$ cat src/rtl/snl_pkg.sv
// Shared types and constants for the snakes-and-ladders turn scheduler.
package snl_pkg;

    typedef enum logic [2:0] {
        S_IDLE  = 3'd0,
        S_ROLL  = 3'd1,
        S_MOVE  = 3'd2,
        S_CHECK = 3'd3,
        S_DONE  = 3'd4
    } snl_state_t;

    localparam int               DIE_W     = 3;
    localparam logic [DIE_W-1:0] DIE_MIN   = 3'd1;
    localparam logic [DIE_W-1:0] DIE_MAX   = 3'd6;
    localparam logic [1:0]       MAX_BONUS = 2'd2;

endpackage

$ cat src/rtl/snl_pos_regfile.sv
// Per-player square registers: one write port, async read, synchronous clear-all.
module snl_pos_regfile #(
    parameter int NUM_PLAYERS = 2,
    parameter int POS_W       = 6,
    parameter int PID_W       = 2
) (
    input  logic             clk,
    input  logic             reset,
    input  logic             clr,
    input  logic             we,
    input  logic [PID_W-1:0] wr_pid,
    input  logic [POS_W-1:0] wr_pos,
    input  logic [PID_W-1:0] rd_pid,
    output logic [POS_W-1:0] rd_pos
);

    logic [POS_W-1:0] pos_q [NUM_PLAYERS];
    logic [POS_W-1:0] pos_d [NUM_PLAYERS];

    always_comb begin
        for (int i = 0; i < NUM_PLAYERS; i++) begin
            pos_d[i] = pos_q[i];
            if (clr) begin
                pos_d[i] = '0;
            end else if (we && wr_pid == PID_W'(i)) begin
                pos_d[i] = wr_pos;
            end
        end
    end

    always_comb begin
        rd_pos = '0;
        for (int i = 0; i < NUM_PLAYERS; i++) begin
            if (rd_pid == PID_W'(i)) rd_pos = pos_q[i];
        end
    end

    // NOTE: every player must read as square 0 straight out of reset, so this small array is reset entry by entry.
    always_ff @(posedge clk or posedge reset) begin
        if (reset) begin
            for (int i = 0; i < NUM_PLAYERS; i++) pos_q[i] <= '0;
        end else begin
            pos_q <= pos_d;
        end
    end

endmodule

$ cat src/rtl/snl_turn_scheduler.sv
// Round-robin turn scheduler sharing one dice roller and one move datapath.
// Define SNL_BONUS_ROLL_EN to grant bonus turns on a non-winning legal 6.
module snl_turn_scheduler
    import snl_pkg::*;
#(
    parameter int NUM_PLAYERS = 2,
    parameter int BOARD_SIZE  = 50,
    parameter int POS_W       = 6,
    parameter int PID_W       = 2
) (
    input  logic             clk,
    input  logic             reset,
    input  logic             start_game,
    output logic             dice_req,
    input  logic             dice_ack,
    input  logic [DIE_W-1:0] dice_val,
    output logic             move_req,
    output logic [PID_W-1:0] move_pid,
    output logic [DIE_W-1:0] move_steps,
    input  logic             move_ack,
    input  logic [POS_W-1:0] move_pos,
    output logic [PID_W-1:0] cur_player,
    output logic             winner_valid,
    output logic [PID_W-1:0] winner_id,
    output logic [15:0]      turn_count
);

    localparam logic [POS_W:0]   LAST_SUM = (POS_W+1)'(BOARD_SIZE - 1);
    localparam logic [POS_W-1:0] LAST_POS = POS_W'(BOARD_SIZE - 1);

    snl_state_t       state_q, state_d;
    logic             dice_req_q, dice_req_d;
    logic             move_req_q, move_req_d;
    logic [DIE_W-1:0] steps_q, steps_d;
    logic [PID_W-1:0] cur_player_q, cur_player_d;
    logic             winner_valid_q, winner_valid_d;
    logic [PID_W-1:0] winner_id_q, winner_id_d;
    logic [15:0]      turn_count_q, turn_count_d;
`ifdef SNL_BONUS_ROLL_EN
    logic [1:0]       bonus_q, bonus_d;
    logic             moved_q, moved_d;
`endif

    logic             dice_fire, move_fire;
    logic             pos_we, pos_clr;
    logic [POS_W-1:0] cur_pos;
    logic [POS_W:0]   pos_sum;
    logic [PID_W-1:0] next_player;

    snl_pos_regfile #(
        .NUM_PLAYERS(NUM_PLAYERS),
        .POS_W      (POS_W),
        .PID_W      (PID_W)
    ) u_pos_regfile (
        .clk   (clk),
        .reset (reset),
        .clr   (pos_clr),
        .we    (pos_we),
        .wr_pid(cur_player_q),
        .wr_pos(move_pos),
        .rd_pid(cur_player_q),
        .rd_pos(cur_pos)
    );

    // Acks only count while the matching request is actually raised.
    assign dice_fire   = dice_req_q && dice_ack;
    assign move_fire   = move_req_q && move_ack;
    assign pos_sum     = {1'b0, cur_pos} + (POS_W+1)'(dice_val);
    assign next_player = (cur_player_q == PID_W'(NUM_PLAYERS - 1)) ? '0 : cur_player_q + PID_W'(1);

    // NOTE: every variable gets its hold value first so no path through the case infers a latch.
    always_comb begin
        state_d        = state_q;
        steps_d        = steps_q;
        cur_player_d   = cur_player_q;
        winner_valid_d = winner_valid_q;
        winner_id_d    = winner_id_q;
        turn_count_d   = turn_count_q;
        pos_we         = 1'b0;
        pos_clr        = 1'b0;
`ifdef SNL_BONUS_ROLL_EN
        bonus_d        = bonus_q;
        moved_d        = moved_q;
`endif
        case (state_q)
            S_IDLE: if (start_game) state_d = S_ROLL;
            S_ROLL: begin
                if (dice_fire && dice_val >= DIE_MIN && dice_val <= DIE_MAX) begin
                    if (pos_sum > LAST_SUM) begin
                        state_d = S_CHECK;
`ifdef SNL_BONUS_ROLL_EN
                        moved_d = 1'b0;
`endif
                    end else begin
                        steps_d = dice_val;
                        state_d = S_MOVE;
`ifdef SNL_BONUS_ROLL_EN
                        moved_d = 1'b1;
`endif
                    end
                end
            end
            S_MOVE: begin
                if (move_fire) begin
                    pos_we  = 1'b1;
                    state_d = S_CHECK;
                end
            end
            S_CHECK: begin
                if (turn_count_q != 16'hFFFF) turn_count_d = turn_count_q + 16'd1;
                if (cur_pos == LAST_POS) begin
                    winner_valid_d = 1'b1;
                    winner_id_d    = cur_player_q;
                    state_d        = S_DONE;
                end else begin
`ifdef SNL_BONUS_ROLL_EN
                    if (moved_q && steps_q == DIE_MAX && bonus_q < MAX_BONUS) begin
                        bonus_d = bonus_q + 2'd1;
                    end else begin
                        bonus_d      = '0;
                        cur_player_d = next_player;
                    end
`else
                    cur_player_d = next_player;
`endif
                    state_d = start_game ? S_ROLL : S_IDLE;
                end
            end
            S_DONE: begin
                if (!start_game) begin
                    state_d        = S_IDLE;
                    pos_clr        = 1'b1;
                    cur_player_d   = '0;
                    turn_count_d   = '0;
                    winner_valid_d = 1'b0;
                    winner_id_d    = '0;
`ifdef SNL_BONUS_ROLL_EN
                    bonus_d        = '0;
`endif
                end
            end
            default: state_d = S_IDLE;
        endcase

        // Requests follow the next state, but drop for one cycle after each transfer.
        dice_req_d = (state_d == S_ROLL) && !dice_fire;
        move_req_d = (state_d == S_MOVE) && !move_fire;
    end

    // NOTE: state is updated only with non-blocking assignments so every flop samples pre-edge values.
    always_ff @(posedge clk or posedge reset) begin
        if (reset) begin
            state_q        <= S_IDLE;
            dice_req_q     <= 1'b0;
            move_req_q     <= 1'b0;
            steps_q        <= '0;
            cur_player_q   <= '0;
            winner_valid_q <= 1'b0;
            winner_id_q    <= '0;
            turn_count_q   <= '0;
        end else begin
            state_q        <= state_d;
            dice_req_q     <= dice_req_d;
            move_req_q     <= move_req_d;
            steps_q        <= steps_d;
            cur_player_q   <= cur_player_d;
            winner_valid_q <= winner_valid_d;
            winner_id_q    <= winner_id_d;
            turn_count_q   <= turn_count_d;
        end
    end

`ifdef SNL_BONUS_ROLL_EN
    always_ff @(posedge clk or posedge reset) begin
        if (reset) begin
            bonus_q <= '0;
            moved_q <= 1'b0;
        end else begin
            bonus_q <= bonus_d;
            moved_q <= moved_d;
        end
    end
`endif

    assign dice_req     = dice_req_q;
    assign move_req     = move_req_q;
    assign move_pid     = cur_player_q;
    assign move_steps   = steps_q;
    assign cur_player   = cur_player_q;
    assign winner_valid = winner_valid_q;
    assign winner_id    = winner_id_q;
    assign turn_count   = turn_count_q;

endmodule

$ cat config.mk
export PLATFORM = sky130hd
export DESIGN_NAME = snl_turn_scheduler
export DESIGN_NICKNAME = d
export VERILOG_FILES = /design/src/rtl/snl_pkg.sv /design/src/rtl/snl_pos_regfile.sv /design/src/rtl/snl_turn_scheduler.sv
export SDC_FILE = /design/constraint.sdc
export NUM_CORES = 1
export LEC_CHECK = 0
export ABC_CLOCK_PERIOD_IN_PS = 4900
export CORE_ASPECT_RATIO = 1.5
export CORE_MARGIN = 5
export CORE_UTILIZATION = 57
export CTS_CLUSTER_DIAMETER = 40
export DETAILED_ROUTE_END_ITERATION = 7
export GPL_ROUTABILITY_DRIVEN = 1
export PLACE_DENSITY = 0.85
export SYNTH_ARGS = -nofsm -noshare
export SYNTH_HDL_FRONTEND = slang
export SYNTH_HIERARCHICAL = 1
export SYNTH_SLANG_ARGS = --single-unit
$ cat constraint.sdc
create_clock -name clk -period 4.9 [get_ports clk]
set_input_delay 1.47 -clock clk [delete_from_list [all_inputs] [get_ports clk]]
set_output_delay 1.47 -clock clk [all_outputs]
set_load 0.05 [all_outputs]
Yosys cells after proc, flatten, opt, wreduce, memory -nomap -nowiden
Index checks and enable logic that the tools add are counted. Widths: inputs -> output; s select.

$add $sub $neg: 3. Multipliers: 0. Divide/modulo/power cells: 0. $lt $le $gt $ge: 3. Eq/ne operators: 13. Shifts and indexed selects: 0. Mux-type cells: 30. Bitwise gates (word level): 1. Reductions and logical operators: 19.

Operators with widths (number): $mux 6 (6); $mux 16 (2); $pmux 16 s2 (1); $add 16x1->16 const B (1); $ne 16x16->1 const B (1); $mux 3 (5); $pmux 3 s5 (1); $reduce_and 3->1 (4); $eq 3x2->1 const B (3); $logic_and 1x1->1 (8); $mux 1 (8); $mux 2 (4); $ne 2x2->1 const B (4); $pmux 2 s2 (2); $add 6x3->7 (1); $gt 7x6->1 const B (1); $eq 3x1->1 const B (2); $eq 6x6->1 const B (1); $reduce_bool 2->1 (3); $eq 3x3->1 const B (1); $ge 3x1->1 const B (1); $le 3x3->1 const B (1); $logic_not 3->1 (1); $add 2x1->2 const B (1); 5 further kinds (6).

Register bits: 41. Bits in latches: 0. Bits in writable memories: 0. Memory bits (read-only): 0. Bits of input ports: 14. Output and inout port bits: 28. Logic and storage cells: 79. Memories kept: 0.

Logic depth before layout (Yosys ltp)
Gate-level depths: netlist of the first run.

Word-level depth: 10. Gate-level depth with buffers: 11.

By module
The synthesis of the first run kept the hierarchy.

Modules (own cells, without submodules): snl_turn_scheduler (instances 1, cells an instance 179, area each 1750.4 µm², sequential area each 725.7 µm²); snl_pos_regfile (instances 1, cells an instance 61, area each 668.1 µm², sequential area each 300.3 µm²).

Worst setup path before layout of the first run
Ideal clock, no wire load.

Kind: input to register. Start point: in dice_val[0]. End point: reg steps_q[0] (netlist: move_steps[0]). Arrival: 3.150 ns. Slack: 1.625 ns. Stages on the path: 8. Path buffers: 0. Cell sequence: ha_1 > inv_1 > fa_1 > nor4bb_1 > a211oi_1 > o22ai_1 > nand4b_1 > mux2_2.

Longest elaborated chain between the ends: 4. Elaborated cells on any way between the ends: 8. Classes of those cells: add/sub (1); order compare (3); bitwise (1); reduce/logical (3).

Ends and longest elaborated chain: from (decl) (RTL line snl_turn_scheduler.sv:16) `input logic [DIE_W-1:0] dice_val,`; $add 6x3->7 / $ge 3x1->1 (equally long branches) (RTL line snl_turn_scheduler.sv:68, snl_turn_scheduler.sv:88); $gt 7x6->1 / $logic_and 1x1->1 (equally long branches) (RTL line snl_turn_scheduler.sv:89, snl_turn_scheduler.sv:88); $not 1->1 (no source line) / $logic_and 1x1->1 (equally long branches); $reduce_and 3->1 (no source line); to (signal assigned) (RTL line snl_turn_scheduler.sv:165) `steps_q <= steps_d;`; to (decl) (RTL line snl_turn_scheduler.sv:34) `logic [DIE_W-1:0] steps_q, steps_d;`.

Parallel ways exist; a longest one is shown, timed or not. A chain may end at the register's enable or synchronous reset.

Worst setup path after layout of the first run
Start point: in dice_val[0]. End point: reg steps_q[1] (netlist: move_steps[1]).

Longest elaborated chain between the ends: 4. Elaborated cells on any way between the ends: 8. Classes of those cells: add/sub (1); order compare (3); bitwise (1); reduce/logical (3).

Ends and longest elaborated chain (RTL line): $add 6x3->7 / $ge 3x1->1 (equally long branches) (snl_turn_scheduler.sv:68, snl_turn_scheduler.sv:88); $gt 7x6->1 / $logic_and 1x1->1 (equally long branches) (snl_turn_scheduler.sv:89, snl_turn_scheduler.sv:88); $not 1->1 (no source line) / $logic_and 1x1->1 (equally long branches); $reduce_and 3->1 (no source line) *.

Every way passes the cells marked *; elsewhere a longest branch is shown, timed or not.

==> results of run 1 <==
## report_power, final
group / switching [mW] / internal [mW] / total [mW]
sequential: 0.0953 / 0.420 / 0.515
combinational: 0.342 / 0.229 / 0.571
clock: 0.110 / 0.0937 / 0.203
total: 0.547 / 0.743 / 1.29
## layout make-up
| cell class | count | area share |
|---|---|---|
| timing repair buffer | 42 | 0.1429 |
| inverter | 13 | 0.01839 |
| clock inverter | 1 | 0.001711 |
| multi-input combinational | 178 | 0.4431 |
| sequential | 41 | 0.3507 |
| tap | 46 | 0.01967 |
| clock buffer | 5 | 0.02352 |
## synth_stat cells (2+ instances only)
library cell,count
nor2_1,21
inv_1,12
nand3_1,7
o21ai_0,6
a211oi_1,3
nand4_1,2
buf_4,2
nor3_1,8
o21a_1,3
mux2i_1,21
xnor2_1,8
mux2_2,6
nand2b_1,21
dfrtp_1,41
and3b_1,3
a21oi_1,7
and4_1,2
and3_1,4
nor4bb_1,2
clkbuf_1,2
ha_1,4
nor3b_1,2
nor4_1,2
a31oi_1,3
nand2_1,17
buf_2,4
nand3b_1,5
## state kept, by name, summed over array words and instances, names as in the netlist
register             cells
winner_id                2
move_req                 1
turn_count              16
winner_valid             1
cur_player               2
dice_req                 1
state_q                  3
move_steps               3
u_pos_regfile/pos_q     12
## logic make-up after synthesis
| family | Yosys count |
|---|---|
| compound gates | 29 |
| xor+xnor | 9 |
| fa+ha+maj | 5 |
| buf+inv | 21 |
| flops | 41 |
| mux | 27 |
| simple gates | 108 |
## routing by layer
metal | vias to the layer above | global-route usage | wire length (microns)
met5 | - | 0 | 0
met4 | 0 | 0.08666 | 143
met3 | 14 | 0.04115 | 175
met2 | 38 | 0.3373 | 2727
met1 | 928 | 0.2148 | 2037
li1 | 919 | - | -
## metrics by stage
step / instances / instance area, sq um / utilization / worst slack (ns)
2_1_floorplan: 240 / 2419 / - / 1.625
3_3_place_gp: 320 / 2851 / 0.6834 / 0.9583
3_5_place_dp: 320 / 2851 / 0.6834 / 0.8341
4_1_cts: 326 / 2925 / 0.7010 / 1.137
5_1_grt: 326 / 2925 / 0.7010 / 0.9373
6_report: 326 / 2925 / 0.7010 / 1.144
## final timing paths
check	endpoint	cells past startpoint	slack (ns)	startpoint
max	move_steps[1]$_DFFE_PP0P_	9	1.14	dice_val[0]
min	dice_req$_DFF_PP0_	1	0.49	dice_req$_DFF_PP0_
max reg2reg	move_steps[1]$_DFFE_PP0P_	10	1.71	cur_player[0]$_DFFE_PP0P_
min reg2reg	dice_req$_DFF_PP0_	1	0.49	dice_req$_DFF_PP0_
max in group asynchronous	move_steps[0]$_DFFE_PP0P_	2	2.47	reset
min in group asynchronous	u_pos_regfile/pos_q[3]$_DFFE_PP0P_	2	1.53	reset
## worst max-delay path: stages
cell and delay, ns:
clkdlybuf4s50_1 0.53, ha_1 0.20, inv_1 0.06, fa_1 0.51, nor4bb_1 0.29, a211oi_1 0.11, o22ai_1 0.21, nand4b_1 0.21
mux2_2 0.33
==> out/qor.csv, run 1 <==
metric,value,unit
Post-CTS Hold Fix Bufs,0,
Post-DP HPWL,3735,microns
first-pass GRT wire length,8790,microns
post-cts sizing count,0,
# rows,29,
vias in the first global route,1917,
gpl congestion,0.8086,
status,"finished, final reports clean",
Worst Path Arrival,3.93,ns
via count,1899,
Final Setup Violations,0,
CP max FO,4,
Synth Area in XOR/XNOR,0.03259,
grt total ovfl,0,
Worst setup SP type,input pin,
Synth Net Count,259,
drt wl/cell,15.60,microns
buffer depth of the longest clock path,2,
largest family of logic cells by synthesized area,simple AND/OR/NAND/NOR gates,
share of the yosys chip area belonging to registers,0.4242,
share of cells above drive strength 1,0.08929,
f_max,0.2662,GHz
Final Power,1.290,mW
Fillers,337,
"Slew Viols, Final",0,
Initial DRT Pass Iterations,4,
Antenna Violating Nets Remaining,0,
compound-cell area share of the yosys netlist,0.08898,
setup_tns,0,ns
largest net degree at the start of global routing,35,
Critical Path End Type,flip-flop,
synthesized area,2419,sq um
Yosys reg bits,41,
initial antenna violation count,0,
Initial Util,0.5796,
Leakage Power,1.255,nW
initial DRC count,74,
Synth top area share,0.4242,
CTS root buf,clkbuf_8,
Fin. Hold Viols,0,
Hold WS,0.4931,ns
Vert. Die Dim,89.78,microns
Synth cell types,49,
Hold WC Path Type,reg2reg,
drt drc,0,
Core Area,4173,sq um
synth top area cells,"dfrtp_1 (42%), mux2i_1 (8.7%), nand2b_1 (5.4%)",
Final period util,0.7666,
dominant cell type by area after synthesis,dfrtp_1,
PwrDens,441.0,nW/um^2
H-tree levels,2,
"Clk pin slew, worst setup/hold paths",0.07,ns
Post-CTS Setup Repair Bufs,0,
number of synthesized flops with an enable pin,0,
gr usage total,0.1910,
post-synthesis async set-or-reset flop share,1.000,
Worst-Margin Slew,1.066,ns
P&R area growth vs syn,20.95,%
Synth Area in Simple Gates,0.2706,
CTS tree,yes,
Port Buffers,41,
Syn Inst Count,240,
DRT Wirelength,5084,microns
area of the multi-input gates,1296,sq um
clk_lat worst skew,0.29,ns
multiplexer share of the synthesized area,0.1148,
die area,5673,sq um
Layout Nets,300,
Main synth FF type,dfrtp_1,
final setup skew,0.005137,ns
max_slew headroom,0.2885,
post-synthesis adder-cell area fraction,0.02897,
most frequent cells in the layout,"dfrtp_1 (41), clkdlybuf4s50_1 (41), nand2b_1 (21), nor2_1 (21), mux2i_1 (21)",
Peak VDD IR,0.3879,mV
Syn. warnings,6,
Num Clock Sinks,41,
CP Class,in2reg,
Max Cap Viol,0,
Die Wd,63.19,microns
"Min Clock Period, post-route",3.756,ns
unrepaired setup endpoints after global routing,false,
Num CTS Buffers,5,
vias per inst,5.825,
FF+latch area,1026,sq um
ant diodes,0,
"Avg Cell Area, Syn",10.08,sq um
top-level I/O count,42,
Worst EP required,5.08,ns
(Power assumes the default switching activity.)
==> run 2, diff against run 1 <==
Settings changed: ABC_CLOCK_PERIOD_IN_PS 4900 to 3900, CORE_UTILIZATION 57 to 53, PLACE_DENSITY 0.85 to 0.8.
Clock period 4.9 ns to 3.9 ns, I/O delays scaled along.
==> out/qor.csv, run 2 (synthesized netlist as in run 1, its figures left out) <==
metric,value,unit,change
# rows,30,,+3.4%
Post-DP HPWL,3831,microns,+2.6%
M1 GR Usage,0.2127,,-0.002076
Worst setup SP type,input pin,,
Initial Util,0.5415,,-0.03815
"Min Clock Period, post-route",3.456,ns,
Worst EP required,4.08,ns,-1.00 ns
Leakage Power,1.264,nW,+0.74%
Antenna Violating Nets Remaining,0,,unchanged
grt total ovfl,0,,unchanged
Layout Nets,301,,+0.33%
GR Util met2,0.3459,,+0.008529
CTS tree,yes,,
Fin. Hold Viols,0,,unchanged
CP top delay family,adder cells,,
gr usage total,0.1904,,-0.0005632
clk_lat worst skew,0.29,ns,about the same
DRT Wirelength,5173,microns,+1.8%
f_max,0.2894,GHz,
CP Cell Sequence,clkdlybuf4s50_1 > ha_1 > inv_1 > fa_1 > nor4bb_1 > a211oi_1 > o22ai_1 > nand4b_1 > mux2_2,,
Max Cap Viol,0,,unchanged
CP max FO,4,,unchanged
Post-CTS Setup Repair Bufs,0,,unchanged
CP Class,in2reg,,
placement-stage worst setup slack,0.1884,ns,-0.6457 ns
Final WS setup,0.4444,ns,-0.6992 ns
P&R area growth vs syn,21.88,%,
Peak VDD IR,0.3775,mV,-2.7%
via count,1905,,+0.32%
final setup skew,0.007898,ns,+0.002761 ns
share of cells above drive strength 1,0.09220,,+0.002913
Non-Filler Instances,330,,+1.2%
crit path max-delay cell type,clkdlybuf4s50_1,,
Hold WC Path Type,reg2reg,,
vias per inst,5.773,,-0.90%
Worst Path Arrival,3.64,ns,-0.29 ns
drt wl/cell,15.68,microns,+0.52%
Num Clock Sinks,41,,unchanged
max FFs per register,16,,unchanged
ant diodes,0,,unchanged
Most Crowded Layer GR,met2,,
Final Setup Violations,0,,unchanged
initial antenna violation count,0,,unchanged
Post-CTS Hold Fix Bufs,0,,unchanged
Crit path largest cell delay,0.52,ns,about the same
"Slew Viols, Final",0,,unchanged
setup_tns,0,ns,unchanged
CTS root buf,clkbuf_8,,
post-cts sizing count,0,,unchanged
"reg-to-reg slack, setup",0.72,ns,-0.99 ns
"Clk pin slew, worst setup/hold paths",0.08,ns,about the same
top-level I/O count,42,,unchanged
Critical Path End Type,flip-flop,,
cell area after layout,2948,sq um,+0.77%
die area,6042,sq um,+6.5%
Port Buffers,41,,unchanged
drt drc,0,,unchanged
Worst-Margin Slew,0.6292,ns,-0.4368 ns
Num CTS Buffers,5,,unchanged
CP bufs+invs,2,,unchanged
buffer depth of the longest clock path,2,,unchanged
Vert. Die Dim,92.74,microns,+3.3%
largest net degree at the start of global routing,35,,unchanged
Final period util,0.8861,,
H-tree levels,2,,unchanged
vias in the first global route,1989,,+3.8%
met3 Track Usage GR,0.03641,,-0.004739
unrepaired setup endpoints after global routing,false,,
Fillers,368,,+9.2%
max_slew headroom,0.5805,,+0.2920
PwrDens,558.5,nW/um^2,+27%
Initial DRT Pass Iterations,4,,unchanged
dpl cells,323,,+0.94%
gpl congestion,0.7684,,-5.0%
Core Area,4467,sq um,+7.0%
initial DRC count,122,,+65%
first-pass GRT wire length,9066,microns,+3.1%
status,"finished, final reports clean",,
Die Wd,65.16,microns,+3.1%
DP Area,2861,sq um,+0.35%
most frequent cells in the layout,"dfrtp_1 (41), clkdlybuf4s50_1 (41), nand2b_1 (21), nor2_1 (21), mux2i_1 (21)",,
run 2: through the flow:
step,utilization,total power [mW],hold WS [ns]
after floorplan,-,1.163,0.4994
after global placement,0.6406,1.351,0.4664
after detailed placement,0.6406,1.370,0.4759
after CTS,0.6599,1.655,0.4979
after global routing,0.6599,1.750,0.5237
final,0.6599,1.646,0.4910
run 2: layer usage:
layer	part of all wire	vias to the layer above	routed length, microns
met5	0	-	0
met4	0.028	0	145
met3	0.032	11	168
met2	0.54	46	2809
met1	0.40	923	2049
li1	-	925	-
run 2: worst reg2reg max path, stage by stage (launching register included):
cell	delay, ns
dfrtp_1	0.75
mux2i_1	0.15
nor2_1	0.20
ha_1	0.24
inv_1	0.07
fa_1	0.51
nor4bb_1	0.30
a211oi_1	0.12
o22ai_1	0.21
nand4b_1	0.20
mux2_2	0.33
run 2: worst paths after layout:
check,startpoint,to,depth (start not counted)
min,dice_req$_DFF_PP0_,dice_req$_DFF_PP0_,1
max,dice_val[0],move_steps[1]$_DFFE_PP0P_,9
max in group asynchronous,reset,turn_count[10]$_DFFE_PP0P_,3
min reg2reg,dice_req$_DFF_PP0_,dice_req$_DFF_PP0_,1
min in group asynchronous,reset,u_pos_regfile/pos_q[6]$_DFFE_PP0P_,2
max reg2reg,cur_player[0]$_DFFE_PP0P_,move_steps[1]$_DFFE_PP0P_,10
run 2: power breakdown:
group / switching (mW) / leakage [nW] / total (mW) / internal (mW)
Clock: 0.142 / 0.0443 / 0.282 / 0.141
Combinational: 0.429 / 0.688 / 0.718 / 0.288
Sequential: 0.119 / 0.532 / 0.646 / 0.528
Total: 0.690 / 1.26 / 1.65 / 0.956
run 2: final cells by class:
| type | instances | area (sq um) | area share |
|---|---|---|---|
| Clock buffer | 7 | 86.33 | 0.02929 |
| Timing Repair Buffer | 43 | 425.4 | 0.1443 |
| Inverter | 13 | 53.80 | 0.01825 |
| Sequential cell | 41 | 1026 | 0.3480 |
| Tap cell | 48 | 60.06 | 0.02037 |
| Multi-Input combinational cell | 178 | 1296 | 0.4397 |
==> run 3, diff against run 2 <==
Settings changed: ABC_CLOCK_PERIOD_IN_PS 3900 to 4300, CORE_UTILIZATION 53 to 57, PLACE_DENSITY 0.8 to 0.85.
Clock period 3.9 ns to 4.3 ns, I/O delays scaled along.
==> results of run 3 <==
The final DEF is identical to that of run 1. Status: finished, final reports clean.
Among the figures that moved: setup slack after placement 0.8341 ns -> 0.4141 ns; setup slack after layout 1.144 ns -> 0.7236 ns; register-to-register setup slack 1.71 ns -> 1.11 ns; total power 1.290 mW -> 1.470 mW; worst IR drop on VDD 0.3879 mV -> 0.4420 mV
